==> config.mk <==
export PLATFORM = sky130hd
export DESIGN_NAME = spare_alloc_sequencer
export DESIGN_NICKNAME = d
export VERILOG_FILES = /design/src/rtl/spare_alloc_sequencer.sv
export SDC_FILE = /design/constraint.sdc
export NUM_CORES = 1
export LEC_CHECK = 0
export ABC_AREA = 1
export BUFFER_PORTS_ARGS = -buffer_cell sky130_fd_sc_hd__buf_4
export CORE_ASPECT_RATIO = 0.7
export CORE_MARGIN = 2
export CORE_UTILIZATION = 45
export CTS_BUF_LIST = sky130_fd_sc_hd__clkbuf_16
export DETAILED_ROUTE_END_ITERATION = 6
export HOLD_SLACK_MARGIN = 0.05
export PLACE_DENSITY = 0.74
export SLEW_MARGIN = 10
export SYNTH_ARGS = -nofsm -noshare
export SYNTH_HDL_FRONTEND = slang
export SYNTH_SLANG_ARGS = --single-unit
==> constraint.sdc <==
create_clock -name clk -period 1.9 [get_ports clk]
set_clock_uncertainty 0.15 [all_clocks]
set_input_delay 0.19 -clock clk [delete_from_list [all_inputs] [get_ports clk]]
set_output_delay 0.19 -clock clk [all_outputs]
set_load 0.005 [all_outputs]
==> src/rtl/spare_alloc_sequencer.sv <==
// rtl/spare_alloc_sequencer.sv - exhaustive spare-candidate search sequencer for the spare allocation analyzer
module spare_alloc_sequencer #(
   parameter int PCAM  = 8,
   parameter int NPCAM = 30
) (
   input  logic                clk,
   input  logic                rst,
   input  logic                start,
   input  logic                abort,
   input  logic [NPCAM-1:0]    np_valid,
   input  logic [NPCAM-1:0]    np_cover,
   input  logic                must_uncover,
   output logic [PCAM-1:0]     dsss,
   output logic [3:0]          rlss,
   output logic                busy,
   output logic                done,
   output logic                repairable,
   output logic [PCAM-1:0]     sol_dsss,
   output logic [3:0]          sol_rlss,
   output logic [PCAM+4:0]     eval_count
);

   typedef enum logic [1:0] {IDLE, APPLY, EVAL, DONE} state_t;

   localparam logic [PCAM+4:0] CNT_MAX = {1'b1, {(PCAM+4){1'b0}}};

   state_t            state, state_nxt;
   logic [PCAM+3:0]   idx, idx_nxt;
   logic [PCAM+4:0]   cnt_nxt;
   logic              rep_nxt;
   logic [PCAM-1:0]   sol_dsss_nxt;
   logic [3:0]        sol_rlss_nxt;
   logic              cand_pass;

   assign cand_pass = ((np_cover & np_valid) == np_valid) && !must_uncover;

   always_ff @(posedge clk or posedge rst) begin
      if (rst) begin
         state      <= IDLE;
         idx        <= '0;
         eval_count <= '0;
         repairable <= 1'b0;
         sol_dsss   <= '0;
         sol_rlss   <= '0;
      end else begin
         state      <= state_nxt;
         idx        <= idx_nxt;
         eval_count <= cnt_nxt;
         repairable <= rep_nxt;
         sol_dsss   <= sol_dsss_nxt;
         sol_rlss   <= sol_rlss_nxt;
      end
   end

   always_comb begin
      state_nxt    = state;
      idx_nxt      = idx;
      cnt_nxt      = eval_count;
      rep_nxt      = repairable;
      sol_dsss_nxt = sol_dsss;
      sol_rlss_nxt = sol_rlss;
      case (state)
         IDLE: begin
            if (start) begin
               idx_nxt      = '0;
               cnt_nxt      = '0;
               rep_nxt      = 1'b0;
               sol_dsss_nxt = '0;
               sol_rlss_nxt = '0;
               state_nxt    = APPLY;
            end
         end
         APPLY: begin
            state_nxt = abort ? DONE : EVAL;
         end
         EVAL: begin
            if (eval_count != CNT_MAX)
               cnt_nxt = eval_count + 1'b1;
            // abort wins over a passing candidate evaluated in the same cycle
            if (abort) begin
               state_nxt = DONE;
            end else if (cand_pass) begin
               rep_nxt      = 1'b1;
               sol_dsss_nxt = idx[PCAM-1:0];
               sol_rlss_nxt = idx[PCAM+3:PCAM];
               state_nxt    = DONE;
            end else if (&idx) begin
               state_nxt = DONE;
            end else begin
               idx_nxt   = idx + 1'b1;
               state_nxt = APPLY;
            end
         end
         DONE: begin
            state_nxt = IDLE;
         end
         default: state_nxt = IDLE;
      endcase
   end

   assign busy = (state != IDLE);
   assign done = (state == DONE);
   assign dsss = (state == APPLY || state == EVAL) ? idx[PCAM-1:0]    : '0;
   assign rlss = (state == APPLY || state == EVAL) ? idx[PCAM+3:PCAM] : '0;

endmodule

==> metrics.txt <==
DR vias a little over 3000; sequential fraction of the synthesis area a little over a third; Post-Route Utilization 64.6%; die footprint 0.00697 mm2; Worst R2R Start state[0]; fin crit share a little over nine tenths; slew of the pin with the lowest slew margin slightly above 500 ps; first-pass GRT wire length roughly 14 mm; Clock power frac a little under a quarter; DR vias/cell around 4.9; gr ovfl total 0; FP Rows 24; Yosys reg bits 40; area delta synth->final 40.1%; status finished clean; post-detail-place hpwl 6.24 mm; Yosys top cell area share 35.3%; Post-synth ARST share between 90% and 100%; Crit Path Class reg -> reg; drt drc 0; Buffers on Ports between 100 and 150; R2R depth 8; final count of hold timing violations 0; r2r setup slk approximately 120 ps; Setup-failing EPs final 0; most common cell in the netlist nand2_1; Post-Synthesis Cell Area approximately 0.0028 mm2; Net Sw Power about 1.5 mW; fin cells roughly 600; dominant synthesized flop cell dfrtp_1; antenna cell count 0; pwr/cell area 893 mW/mm2; Routed WL per cell between 10 and 15 um; largest net degree at the start of global routing 41; Hold Path Depth 3; Routed Antenna Nets 0; chip height approximately 70 um; power share of the combinational group between 50 and 60%; largest area contributor in the netlist dfrtp_1; antenna violations before repair 0; internal power 2.07 mW; CTS tree built; Seq pwr share between 20% and 30%; Worst slew margin between 60 and 70%; synthesized net count approximately 500; Ys Warns 0; max frequency ~560 MHz; worst vdd ir roughly 0.00047 V; Setup TNS 0 ps; WL final 8.09 mm; Starting Density between 40% and 50%; 1st-pass router iterations 6; largest cells by area after synthesis dfrtp_1 (35%), nand2_1 (20%), inv_1 (8.3%); Layout fillers 563; H-Tree Depth 2; startpoint type of the worst setup path register; RSZ-0062 raised after global routing no; Hold Crit Class in -> reg; WP data arrival 1800 ps; gp weighted congestion 0.891; total power 3.55 mW; GRT Overall Usage between 20% and 30%; WP data required between 1500 and 2000 ps; Max FO, Critical Path 9; CTS sink cnt 40; Max Buffers Root-to-Sink 2; EDFF count, synth 0; vias in the first global route between 2000 and 3000; Critical R2R Capture idx[4]; DR iter-0 viols roughly 190; Root Driver clkbuf_16; final slew viol count 0; Place WS approximately 24 ps; crit path capture type register; max-cap violations 0; Final #Nets 609; Clk pin slew, worst setup/hold paths 50 ps; Die Wd slightly below 100 um; Tmin final ~1800 ps; worst hold start abort; Post-Syn Instances roughly 420; post-CTS repair timing setup buffer count 0; leakage power about 2.2 nW; Hold EP state[0]; share of layout cells above drive strength 1 just under 30%; worst setup margin 117 ps; Cell variety after synth 29; Net Sw Frac a little over two fifths; Syn Area/Cell around 6.8 um2; Synth top cells by count nand2_1 (152), inv_1 (63), dfrtp_1 (40); total CTS buffers 5; clock latency on the worst-skew pair roughly 280 ps; I/O pin cnt roughly 110; DP Cell Count about 600; core region area 0.00616 mm2
[cell type report]
| cell class | instances | area (um2) | share of cell area (%) |
|---|---|---|---|
| Clock buffer | 5 | 125 | 3.15 |
| Multi-Input combinational cell | 300 | 1550 | 38.9 |
| Tap cell | 78 | 97.6 | 2.46 |
| Timing Repair Buffer | 125 | 943 | 23.7 |
| Sequential cell | 40 | 1000 | 25.2 |
| Clock inverter | 3 | 15.0 | 0.378 |
| Inverter | 65 | 244 | 6.14 |
[what timing repair did]
action	in CTS	in global routing
hold buffers	2	0
pin swaps	0	1
setup endpoints to repair	10	28
resized for setup	2	6
hold endpoints to repair	41	0
[flip-flops by register name, summed over array words and instances (netlist names)]
signal and flops:
sol_dsss 8, state 2, sol_rlss 4, repairable 1
idx 12, eval_count 13
[kinds of logic (layout without fill, tap and decap cells)]
kind of cell,after synthesis,in the layout,synth area share [%]
buffers and inverters,78,198,11.5
xor gates and xnor gates,16,16,4.94
AOI/OAI and AO/OA,20,20,4.37
and+or+nand+nor,257,257,40.8
DFF,40,40,35.3
adders and majority gates,7,7,3.09
[per-stage QoR]
| stage | cell area [um2] | hold WS, ps |
|---|---|---|
| global route | 3980 | 95.4 |
| floorplan | 2840 | 194 |
| global placement | 3780 | 200 |
| detailed placement | 3780 | 210 |
| CTS | 3940 | 81.9 |
| finish | 3980 | 82.6 |
[worst max-delay path, stage by stage (launching register included)]
cell,delay [ps]
dfrtp_1,370
inv_1,180
ha_4,230
nor2_1,100
a21oi_1,180
nand4_2,160
buf_4,190
nand2_1,60
nand2_1,50
[layer usage]
layer	track usage (%)	up-vias	share of wire, %
li1	-	1539	-
met1	36.0	1365	48
met2	36.7	117	45
met3	4.50	5	7.1
met4	6.39	0	0.70
met5	0	-	0
[worst max path at each step]
stage                  start             to  cells past startpoint
floorplan           state[0]  eval_count[9]                      9
detailed placement  state[0]  eval_count[8]                      7
CTS                 state[1]        dsss[1]                      5
global placement    state[1]    sol_dsss[2]                      8
finish              state[0]         idx[4]                      8
global route        state[0]         idx[2]                      8
[cell usage in the layout (no fill, tap or decap), types with 6 or more instances in the layout]
cell type	instances
nand2_1	151
buf_4	123
inv_1	64
dfrtp_1	39
nor2_1	38
nand3_1	27
nand4_1	15
xor2_1	13
nand3_2	11
o21ai_0	6
[power by group through the flow]
stage               Combinational, mW  Clock [mW]  Sequential (mW)
floorplan                        1.03           0            0.995
finish                           1.78       0.803            0.970
detailed placement               1.64           0            0.978
global route                     1.94       0.865            0.979
global placement                 1.61           0            0.975
CTS                              1.68       0.819            0.963
Note: power is estimated with default switching activity, not from simulation.
